File: config.mk
export PLATFORM = sky130hd
export DESIGN_NAME = fifo_pipe_flat
export DESIGN_NICKNAME = d
export VERILOG_FILES = /design/src/rtl/fifo_pipe_if.sv /design/src/rtl/fifo_pipe.sv /design/src/flat_wrapper.sv
export SDC_FILE = /design/constraint.sdc
export NUM_CORES = 1
export LEC_CHECK = 0
export CAP_MARGIN = 20
export CORE_MARGIN = 2
export CORE_UTILIZATION = 30
export DETAILED_ROUTE_END_ITERATION = 10
export SLEW_MARGIN = 30
export SYNTH_ARGS = -nofsm -noshare
export SYNTH_HDL_FRONTEND = slang
export SYNTH_SLANG_ARGS = --single-unit
File: constraint.sdc
create_clock -name clk -period 2.2 [get_ports clk]
set_input_delay 0.44 -clock clk [delete_from_list [all_inputs] [get_ports clk]]
set_output_delay 0.44 -clock clk [all_outputs]
set_load 0.005 [all_outputs]
File: src/rtl/fifo_pipe_if.sv
// Valid/ready handshake bundle for fifo_pipe: upstream (_f) and downstream (_b) sides.
interface fifo_pipe_if #(
  parameter int L = 8
);
  logic         ready_f;
  logic         valid_f;
  logic [L-1:0] data_f;
  logic         ready_b;
  logic         valid_b;
  logic [L-1:0] data_b;

  // Environment side: drives upstream words and downstream acceptance.
  modport master (
    input  ready_f,
    output valid_f,
    output data_f,
    output ready_b,
    input  valid_b,
    input  data_b
  );

  // Buffer side.
  modport slave (
    output ready_f,
    input  valid_f,
    input  data_f,
    input  ready_b,
    output valid_b,
    output data_b
  );
endinterface

File: src/rtl/fifo_pipe.sv
// Multi-entry first-word-fall-through elastic buffer for the valid/ready pipeline.
// ready_f depends only on registered occupancy (and rst), never on ready_b.
module fifo_pipe #(
  parameter int L        = 8,
  parameter int DEPTH    = 4,
  parameter int AF_LEVEL = 3
) (
  input  logic                         clk,
  input  logic                         rst,
  fifo_pipe_if.slave                   bus,
  output logic [$clog2(DEPTH+1)-1:0]   count,
  output logic                         almost_full
);

  localparam int PW = $clog2(DEPTH);
  localparam int CW = $clog2(DEPTH+1);

  logic [L-1:0]  mem [DEPTH];
  logic [PW-1:0] wr_ptr;
  logic [PW-1:0] rd_ptr;
  logic          push;
  logic          pop;

  // Handshake outputs and transfer qualifiers, all from registered state.
  always_comb begin
    bus.ready_f = (count != CW'(DEPTH)) && !rst;
    bus.valid_b = (count != '0);
    bus.data_b  = (count != '0) ? mem[rd_ptr] : '0;
    almost_full = (count >= CW'(AF_LEVEL));
    push        = bus.valid_f && bus.ready_f;
    pop         = (count != '0) && bus.ready_b;
  end

  // Storage write; contents need no reset since valid_b gates data_b.
  always_ff @(posedge clk) begin
    if (push) begin
      mem[wr_ptr] <= bus.data_f;
    end
  end

  // Read/write pointers wrap naturally at the power-of-two depth.
  always_ff @(posedge clk) begin
    if (rst) begin
      wr_ptr <= '0;
      rd_ptr <= '0;
    end else begin
      if (push) wr_ptr <= wr_ptr + PW'(1);
      if (pop)  rd_ptr <= rd_ptr + PW'(1);
    end
  end

  // Occupancy tracking; simultaneous push and pop leaves it unchanged.
  always_ff @(posedge clk) begin
    if (rst) begin
      count <= '0;
    end else begin
      case ({push, pop})
        2'b10:   count <= count + CW'(1);
        2'b01:   count <= count - CW'(1);
        default: count <= count;
      endcase
    end
  end

endmodule

File: src/flat_wrapper.sv
// flat-port wrapper written by rule: the top's interface ports become plain ports
module fifo_pipe_flat 
#(
  parameter int L        = 8,
  parameter int DEPTH    = 4,
  parameter int AF_LEVEL = 3
)
  (clk, rst, count, almost_full, bus_ready_f, bus_valid_f, bus_data_f, bus_ready_b, bus_valid_b, bus_data_b);
  fifo_pipe_if #(.L(L)) bus_i ();
  input  logic clk;
  input  logic rst;
  output logic [$clog2(DEPTH+1)-1:0] count;
  output logic almost_full;
  output wire logic [$bits(bus_i.ready_f)-1:0] bus_ready_f;
  input wire logic [$bits(bus_i.valid_f)-1:0] bus_valid_f;
  input wire logic [$bits(bus_i.data_f)-1:0] bus_data_f;
  input wire logic [$bits(bus_i.ready_b)-1:0] bus_ready_b;
  output wire logic [$bits(bus_i.valid_b)-1:0] bus_valid_b;
  output wire logic [$bits(bus_i.data_b)-1:0] bus_data_b;
  assign bus_ready_f = bus_i.ready_f;
  assign bus_i.valid_f = bus_valid_f;
  assign bus_i.data_f = bus_data_f;
  assign bus_i.ready_b = bus_ready_b;
  assign bus_valid_b = bus_i.valid_b;
  assign bus_data_b = bus_i.data_b;
  fifo_pipe #(.L(L), .DEPTH(DEPTH), .AF_LEVEL(AF_LEVEL)) u_core (.clk(clk), .rst(rst), .bus(bus_i), .count(count), .almost_full(almost_full));
endmodule
==> results.md <==
- Crit Path Max Fanout: 3
- Synth top area share: 55.8%
- Commonest cells in the netlist: edfxtp_1 (32), dfxtp_1 (9), inv_1 (8), nor2b_1 (8), nor2_1 (7)
- First-pass GRT wire length: 4960 µm
- Fin nets: 163
- P_leak: 0.000824 µW
- Sequential area share after synthesis: 66.2%
- Post-synth EDFFs: 32
- Worst-margin pin slew: 0.388 ns
- Primary FF master, synth: edfxtp_1
- DIE HEIGHT: 79.8 µm
- Gr usage total: 10.9%
- Antenna violations before repair: 0
- Grt ovf: 0
- IO Pins: 26
- Area leader, netlist: edfxtp_1
- GP Congestion: 0.723
- Final Slew Violations: 0
- #FFs+latches synth: 41
- Period minus WS final: 2.14 ns
- Setup violators final: 0
- Largest net degree at the start of global routing: 14
- Clock sinks: 41
- Util after Layout: 40.7%
- Slew HR: 74.1%
- CORE AREA: 5540 µm²
- Synth cell types: 26
- Synth async-reset ratio: 0%
- Largest cells by area after synthesis: edfxtp_1 (56%), dfxtp_1 (10%), mux4_2 (7.8%), ha_1 (3.6%), mux4_1 (3.1%)
- Final Hold Viols: 0
- Gate Count Post-Synth: 105
- Reg2reg end: u_core.count[2]
- Finished Cell Area: 2260 µm²
- Drt pass-1 iters: 4
- Worst-Skew Late Latency: 0.28 ns
- Antenna cell count: 0
- Vias in the first global route: 1053
- Placed cell count: 207
- Worst Setup Start Kind: flop
- Syn nets: 123
- Setup TNS: 0 ns
- Most common cell in the synthesized netlist: edfxtp_1
- Worst setup margin: 0.0613 ns
- CTS tree: built
- Critical Path End: bus_data_b[3]
- Period utilisation layout: 97.2%
- RR Startpoint: u_core.count[1]
- Filler cells: 519
- Die W: 79.8 µm
- Outcome: completed
- Clock skew: 0.00589 ns
- Final WL: 3050 µm
- Die area: 6360 µm²
- Routed vias/inst: 4.44
- CTS H-tree lvls: 2
- Post-DP Area: 2110 µm²
- Hold_buf cts: 0
- Synth Warn #: 0
- Worst VDD drop: 0.318 mV
- Routed vias: 967
- Layout Cells excl Fill: 218
- CTS buffer count: 5
- Root Buffer Master: clkbuf_8
- Cell count of the worst reg-to-reg path: 9
- Critical Path RT: 1.76 ns
- Layout cells sized above 1: 24.7%
- Maximum clock rate: 468 MHz
- DRT iter0 DRCs: 52
- IO buf count: 25
- Core Rows: 27
- Layout area overhead: 30.9%
- WS Path Type: flop to primary output
- Maxcap violations: 0
- Per-cell routed wire length: 14.0 µm
- Worst path arrival time: 1.70 ns
- Worst reg2reg setup slack: 0.12 ns
- Post-DP HPWL: 2140 µm
- Clk buf depth: 2
- Crit end category: primary output
- Worst slack, placed: -0.169 ns
- ANT nets after route: 0
- Initial Util: 31.1%
- Clock-pin slew on the worst setup and hold paths: 0.07 ns
- Netlist Area Pre-Place: 1720 µm²
- DRC: 0
- Synth Area per Inst: 16.4 µm²
- Hold Crit Class: flop to flop
- Pwr dens: 1070 nW/µm²
-- area by class of cell --
cell class                      instances  area [µm²]  area share [%]
Sequential cell                        41        1140            50.6
Multi-Input combinational cell         52         542            24.0
Timing Repair Buffer                   37         344            15.3
Tap cell                               72        90.1            3.99
Clock buffer                            6        72.6            3.22
Clock inverter                          2        35.0            1.55
Inverter                                8        30.0            1.33
-- where the power goes --
group / switching (µW) / leakage (µW) / total (µW) / internal (µW)
sequential: 63.8 / 0.000365 / 986 / 922
clock: 237 / 0.0000552 / 574 / 336
combinational: 352 / 0.000404 / 847 / 496
-- sequential cells by signal (all words and copies together), names as in the netlist, named ones only --
name / flops
u_core.count: 3
u_core.wr_ptr: 2
u_core.rd_ptr: 2
u_core.mem: 32
-- stage by stage --
stage / hold slack (ns) / total power, µW
floorplan: 0.459 / 1420
global placement: 0.473 / 1820
detailed placement: 0.500 / 1850
CTS: 0.513 / 2410
global route: 0.536 / 2560
finish: 0.503 / 2410
-- critical path, stage by stage, from the launching register on --
cell           delay, ns
dfxtp_2             0.34
buf_4               0.14
mux4_1              0.53
nor2b_1             0.14
dlygate4sd2_1       0.26
-- timing repair --
item,4_1_cts,5_1_grt
resized for setup,10,8
setup endpoints to repair,8,5
buffers inserted,3,0
-- placed cells by master, fill, tap and decap left out, drive strengths merged --
cell           instances
a21o                   1
a21oi                  3
and2                   4
buf                   12
bufinv                 1
clkbuf                 6
clkdlybuf4s15          3
clkdlybuf4s50         16
clkinv                 1
dfxtp                  9
dlygate4sd2            5
dlymetal6s2s           1
edfxtp                32
fa                     1
ha                     5
inv                    8
mux2                   1
mux2i                  1
mux4                   8
nand2                  1
nand2b                 1
nor2                   7
nor2b                  8
nor3                   1
nor3b                  2
o21ai                  2
o31ai                  1
or3                    2
xor2                   3
-- worst min-delay path by stage --
stage,startpoint,end,depth (start not counted)
after floorplan,u_core.rd_ptr[1],flop,2
after global placement,u_core.rd_ptr[1],u_core.rd_ptr[1],2
after detailed placement,u_core.rd_ptr[1],u_core.rd_ptr[1],2
after CTS,u_core.rd_ptr[1],u_core.rd_ptr[1],2
after global routing,u_core.wr_ptr[0],u_core.wr_ptr[0],1
final,u_core.rd_ptr[1],u_core.rd_ptr[1],2
-- kinds of logic after synthesis --
group | after synthesis | synth area share, %
AOI/OAI and AO/OA | 7 | 2.40
adders and majority gates | 6 | 4.79
DFF | 41 | 66.2
muxes | 10 | 12.3
and+or+nand+nor | 26 | 9.59
xor gates and xnor gates | 3 | 1.53
buffers and inverters | 12 | 3.12
-- layer usage --
metal	global-route usage, %	share of wire (%)	vias up
met3	3.62	4.6	2
met2	18.4	52	25
met4	6.61	1.8	0
met1	11.9	42	479
li1	-	-	461
met5	0	0	-
Note: power is estimated with default switching activity, not from simulation.
==> patch 1, RTL diff (same flow settings) <==
Reset style: asynchronous (`rst`), changed in 2 clocked blocks.
--- a/src/rtl/fifo_pipe.sv
+++ b/src/rtl/fifo_pipe.sv
@@ -39,7 +39,7 @@
   end
 
   // Read/write pointers wrap naturally at the power-of-two depth.
-  always_ff @(posedge clk) begin
+  always_ff @(posedge clk or posedge rst) begin
     if (rst) begin
       wr_ptr <= '0;
       rd_ptr <= '0;
@@ -50,7 +50,7 @@
   end
 
   // Occupancy tracking; simultaneous push and pop leaves it unchanged.
-  always_ff @(posedge clk) begin
+  always_ff @(posedge clk or posedge rst) begin
     if (rst) begin
       count <= '0;
     end else begin
Check against the original RTL: differs if rst is asserted again (counterexample within 4 cycles, from zero or initial values and one cycle with rst high); with rst held inactive, the same outputs for 10 cycles.
==> patch 1 against the original RTL <==
Sequential cell count is 2 lower. Total power rose by 10%. Design area decreased by 2.8%. Hold slack gained 0.024 ns. Routed wire length shrank 5.6%. Area after synthesis fell by 3.2%. First-iteration DRC count decreased by 54%. Worst setup slack lost 0.018 ns. Combinational power rose by 33%. Critical endpoint is now bus_data_b[0]. Largest cell class unchanged. Largest power group is now combinational cells.
==> patch 1: results (changes against the original RTL) <==
{| class="wikitable"
! Metric !! Value
|-
| Post-DP HPWL || 2017 µm (-5.8%)
|-
| Crit-path max cell delay || 0.48 ns (-0.05 ns)
|-
| Non-clk invs || 7 (-1)
|-
| Vias in the first global route || 969 (-8.0%)
|-
| Adder-cell area share of the yosys netlist || 4.951% (+0.16 points)
|-
| Layout clock area frac || 4.050% (-0.72 points)
|-
| Area taken by multi-input logic gates || 490.5 µm² (-9.5%)
|-
| Cts repair resizes || 16 (+6)
|-
| Layout Nets || 156 (-4.3%)
|-
| Number of cells in the design after placement || 195 (-5.8%)
|-
| Fraction of cell area in non-clock buffers || 16.43% (+1.2 points)
|-
| Biggest area contributors in the synthesized netlist || sky130_fd_sc_hd__edfxtp_1, sky130_fd_sc_hd__mux4_2, sky130_fd_sc_hd__dfrtp_1, sky130_fd_sc_hd__and2_1, sky130_fd_sc_hd__ha_1
|-
| Global-route met1 utilization || 12.16% (+0.26 points)
|-
| Sw Ratio || 29.22% (+2.1 points)
|-
| Post-Place Worst Slack || -0.05947 ns (+0.1095 ns)
|-
| Yosys cell types || 21 (-19%)
|-
| Cell area power density || 1208 nW/µm² (+13%)
|-
| Via-per-instance ratio || 4.332 (-2.3%)
|-
| Wire length on met2 || 1466 µm (-6.6%)
|-
| Largest fanout of any net on the critical path || 4 (+1)
|-
| Met2 Usage GRT || 17.52% (-0.88 points)
|-
| Max IR drop VDD || 0.5267 mV (+66%)
|-
| Aggregate global-route resource usage || 10.42% (-0.51 points)
|-
| Count of mapped cells out of synthesis || 92 (-12%)
|-
| Run status || complete, no violations
|-
| Share of cells above drive strength 1 || 35.97% (+11 points)
|-
| XOR/XNOR share of the synthesized area || 3.151% (+1.6 points)
|-
| Share of cell area taken by muxes after synthesis || 12.08% (-0.27 points)
|-
| FF+latch count, synth || 39 (-4.9%)
|-
| Crit-path slowest cell || sky130_fd_sc_hd__mux4_2
|-
| Fraction of area in multi-input gates || 22.36% (-1.7 points)
|-
| Area fraction in compound gates after synthesis || 1.350% (-1.0 points)
|-
| Minimum setup slack in the final design || 0.04316 ns (-0.01816 ns)
|-
| Buffer count excluding the clock tree in the final layout || 42 (+14%)
|-
| Skew final || 0.008393 ns (+0.002499 ns)
|-
| Count of fill cells added during filler insertion || 508 (-2.1%)
|-
| Routability congestion estimate from global placement || 0.6719 (-7.1%)
|-
| Type of the worst min-delay path || input pin to async pin
|-
| Detail Route met3 WL || 157 µm (+12%)
|-
| Wire length the detailed router placed on met1 || 1218 µm (-4.9%)
|}
-- patch 1: cell types whose count changed after synthesis, moves of 2 or more --
| cell | unedited run | this run |
|---|---|---|
| sky130_fd_sc_hd__nor2b_1 | 8 | 0 |
| sky130_fd_sc_hd__dfxtp_1 | 9 | 0 |
| sky130_fd_sc_hd__or3_1 | 2 | 0 |
| sky130_fd_sc_hd__and2_1 | 0 | 12 |
| sky130_fd_sc_hd__a21oi_1 | 3 | 1 |
| sky130_fd_sc_hd__and2_2 | 4 | 0 |
| sky130_fd_sc_hd__nor2_1 | 7 | 2 |
| sky130_fd_sc_hd__dfrtp_1 | 0 | 7 |
| sky130_fd_sc_hd__o21ai_0 | 2 | 0 |
| sky130_fd_sc_hd__clkbuf_1 | 2 | 0 |
| sky130_fd_sc_hd__mux4_2 | 6 | 8 |
| sky130_fd_sc_hd__mux4_1 | 2 | 0 |
| sky130_fd_sc_hd__xnor2_1 | 0 | 3 |
-- patch 1: cells by family (layout without fill, tap and decap cells) --
logic type | after synthesis | in the layout
compound gates | 3 | 3
xor+xnor | 6 | 6
fa+ha+maj | 6 | 6
buf+inv | 10 | 57
flops | 39 | 39
mux | 10 | 10
simple gates | 18 | 18
-- patch 1: final timing paths --
| path | start | end | cells after the start |
|---|---|---|---|
| max | u_core.rd_ptr[0] | bus_data_b[0] | 6 |
| max reg2reg | u_core.count[1] | u_core.count[2] | 8 |
| max in group asynchronous | rst | u_core.rd_ptr[1] | 3 |
| min | rst | u_core.wr_ptr[1] | 3 |
| min in group clk | u_core.wr_ptr[1] | u_core.wr_ptr[1] | 1 |
| min reg2reg | u_core.wr_ptr[1] | u_core.wr_ptr[1] | 1 |
==> patch 2, RTL diff (same flow settings) <==
Without the edit above. `DEPTH` is set to 4 in 2 places; all go to 8.
--- a/src/rtl/fifo_pipe.sv
+++ b/src/rtl/fifo_pipe.sv
@@ -2,7 +2,7 @@
 // ready_f depends only on registered occupancy (and rst), never on ready_b.
 module fifo_pipe #(
   parameter int L        = 8,
-  parameter int DEPTH    = 4,
+  parameter int DEPTH    = 8,
   parameter int AF_LEVEL = 3
 ) (
   input  logic                         clk,
--- a/src/flat_wrapper.sv
+++ b/src/flat_wrapper.sv
@@ -2,7 +2,7 @@
 module fifo_pipe_flat 
 #(
   parameter int L        = 8,
-  parameter int DEPTH    = 4,
+  parameter int DEPTH    = 8,
   parameter int AF_LEVEL = 3
 )
   (clk, rst, count, almost_full, bus_ready_f, bus_valid_f, bus_data_f, bus_ready_b, bus_valid_b, bus_data_b);
Ports: changed (resized count); port bits go from 26 to 27. The function was not compared with the original's and may differ.
==> patch 2 against the original RTL <==
Area after synthesis grew 82%. Hold slack gained 0.0091 ns. Routed wire length grew 95%. Die area grew 77%. Count of clock-buffer cells in the layout grew 3. Sequential cell count grew 36. Utilization shrank 1.0 points. Critical path type unchanged. Design area grew 80%. Critical path depth grew 2. Cell count grew 75%. Total power grew 90%. Worst setup slack lost 0.042 ns. Largest cell class unchanged.
==> patch 2: results (changes against the original RTL) <==
{| class="wikitable"
! Metric !! Value
|-
| Run status || complete, no violations
|-
| First-pass GRT wire length || 9563 µm (+93%)
|-
| Leakage power summed over all cells || 1.409 nW (+71%)
|-
| Crit-path slowest cell || sky130_fd_sc_hd__mux4_2
|-
| IO Port Bufs || 26 (+4.0%)
|-
| Leading registers by flop count || u_core.mem (64), u_core.count (4)
|-
| Nets in the synthesized netlist || 197 (+60%)
|-
| Crit-path max cell delay || 0.49 ns (-0.04 ns)
|-
| Skew final || 0.004953 ns (-0.0009409 ns)
|-
| Cell area power density || 1129 nW/µm² (+5.9%)
|-
| Clk Tree Root Cell || sky130_fd_sc_hd__clkbuf_8
|-
| # H-tree levels || 3 (+1)
|-
| Post-Place Worst Slack || -0.2471 ns (-0.07814 ns)
|-
| Asr flop ratio synth || 0% (unchanged)
|-
| Number of flops mapped to enable cells by yosys || 64 (+100%)
|-
| Post-DP HPWL || 4060 µm (+90%)
|-
| Worst slew slack as a fraction of its limit || 70.79% (-3.3 points)
|-
| Clock tree buffer depth || 2 (unchanged)
|-
| WL per Instance || 15.58 µm (+11%)
|-
| Mean instance size in the synthesized netlist || 17.43 µm² (+6.2%)
|-
| Power consumed by combinational cells || 1.70 mW (+100%)
|-
| Endpoint arrival time on the critical path || 1.74 ns (+0.04 ns)
|-
| Cts bufs inserted || 9 (+4)
|-
| Launch point of the worst hold path || u_core.wr_ptr[0]
|-
| Detailed-routing iteration count for the pre-antenna-repair pass || 4 (unchanged)
|-
| Part of the Yosys area used for sequential elements || 69.57% (+3.3 points)
|-
| Pin count of the biggest net entering global routing || 15 (+1)
|-
| Number of standard cells in the final layout excluding fillers || 382 (+75%)
|-
| Number of cells in the design after placement || 362 (+75%)
|-
| Yosys cell types || 34 (+31%)
|-
| Aggregate global-route resource usage || 11.62% (+0.68 points)
|-
| Via-per-instance ratio || 4.461 (+0.56%)
|-
| Sequential logic power || 1.76 mW (+78%)
|-
| Vias in the first global route || 1814 (+72%)
|-
| Sw Ratio || 27.97% (+0.85 points)
|-
| Max IR drop VDD || 0.3346 mV (+5.3%)
|-
| Routability congestion estimate from global placement || 0.7554 (+4.4%)
|-
| Worst-skew pair later-pin latency || 0.33 ns (+0.05 ns)
|-
| Count of fill cells added during filler insertion || 947 (+82%)
|-
| Biggest area contributors in the synthesized netlist || sky130_fd_sc_hd__edfxtp_1, sky130_fd_sc_hd__mux4_2, sky130_fd_sc_hd__dfxtp_1, sky130_fd_sc_hd__mux2i_1, sky130_fd_sc_hd__nor2_1
|-
| Number of antenna repair diodes || 0 (unchanged)
|-
| Startpoint of the worst register-to-register path || u_core.count[2]
|-
| Layout Nets || 259 (+59%)
|-
| Commonest cells in the synthesized netlist || sky130_fd_sc_hd__edfxtp_1, sky130_fd_sc_hd__nor2_1, sky130_fd_sc_hd__mux4_2
|-
| DRT iter0 DRCs || 70 (+35%)
|-
| Kind of cell adding the most delay to the critical path || multiplexers
|-
| Share of cells above drive strength 1 || 36.59% (+12 points)
|}
[patch 2: changes by cell type after synthesis, moves of 4 or more]
cell                       before  now
sky130_fd_sc_hd__edfxtp_1      32   64
sky130_fd_sc_hd__nor2_1         7   23
sky130_fd_sc_hd__mux4_2         6   16
sky130_fd_sc_hd__mux2i_1        1   10
sky130_fd_sc_hd__inv_1          8    1
sky130_fd_sc_hd__nor2b_1        8    3
sky130_fd_sc_hd__and2_2         4    0
sky130_fd_sc_hd__dfxtp_1        9   13
sky130_fd_sc_hd__nand2b_1       1    5
[patch 2: logic make-up (layout without fill, tap and decap cells)]
| family | Yosys count | in the layout | synth area share, % |
|---|---|---|---|
| AND/OR/NAND/NOR | 45 | 45 | 7.778 |
| flip-flops | 77 | 77 | 69.57 |
| buffers and inverters | 11 | 77 | 1.994 |
| multiplexers | 27 | 27 | 15.04 |
| adder cells (fa/ha/maj) | 5 | 5 | 1.994 |
| AO/OA/AOI/OAI | 9 | 9 | 1.715 |
| XOR/XNOR | 6 | 6 | 1.915 |
[patch 2: cell type report]
class	count	area (µm²)	area share (%)
Clock inverter	6	87.58	2.158
Tap cell	136	170.2	4.192
Multi-Input combinational cell	92	953.4	23.49
Sequential cell	77	2190	53.95
Inverter	2	7.507	0.1850
Clock buffer	9	123.9	3.052
Timing Repair Buffer	60	526.8	12.98
[patch 2: what timing repair did]
action | 4_1_cts | 5_1_grt
cloned | 1 | 0
gates resized for setup | 37 | 5
setup buffers | 3 | 2
endpoints found under the setup margin | 9 | 11
pin swaps | 5 | 8
[patch 2: tightest hold or removal path, cell delays in order (launching register included)]
cell,delay (ns)
sky130_fd_sc_hd__dfxtp_1,0.34
sky130_fd_sc_hd__nand2b_1,0.07
sky130_fd_sc_hd__a21oi_1,0.06
[patch 2: through the flow]
| step | instance area (µm²) | hold WS [ns] |
|---|---|---|
| global route | 4059 | 0.5761 |
| detailed placement | 3792 | 0.5018 |
| floorplan | 3187 | 0.4759 |
| global placement | 3792 | 0.4883 |
| CTS | 4059 | 0.5153 |
| finish | 4059 | 0.5119 |
[patch 2: metal layers]
| layer | up-vias | track usage (%) | wire length [µm] |
|---|---|---|---|
| met5 | - | 0 | 0 |
| met4 | 0 | 4.511 | 47 |
| met2 | 34 | 17.95 | 2953 |
| met3 | 2 | 3.372 | 256 |
| met1 | 858 | 15.46 | 2692 |
| li1 | 810 | - | - |
[patch 2: worst paths after layout]
| path | to | slack (ns) | cells past startpoint |
|---|---|---|---|
| worst min register to register | u_core.wr_ptr[0] | 0.51 | 2 |
| worst max register to register | u_core.count[2] | 0.09 | 11 |
| worst min-delay path | u_core.wr_ptr[0] | 0.51 | 2 |
| worst max-delay path | bus_data_b[0] | 0.02 | 6 |
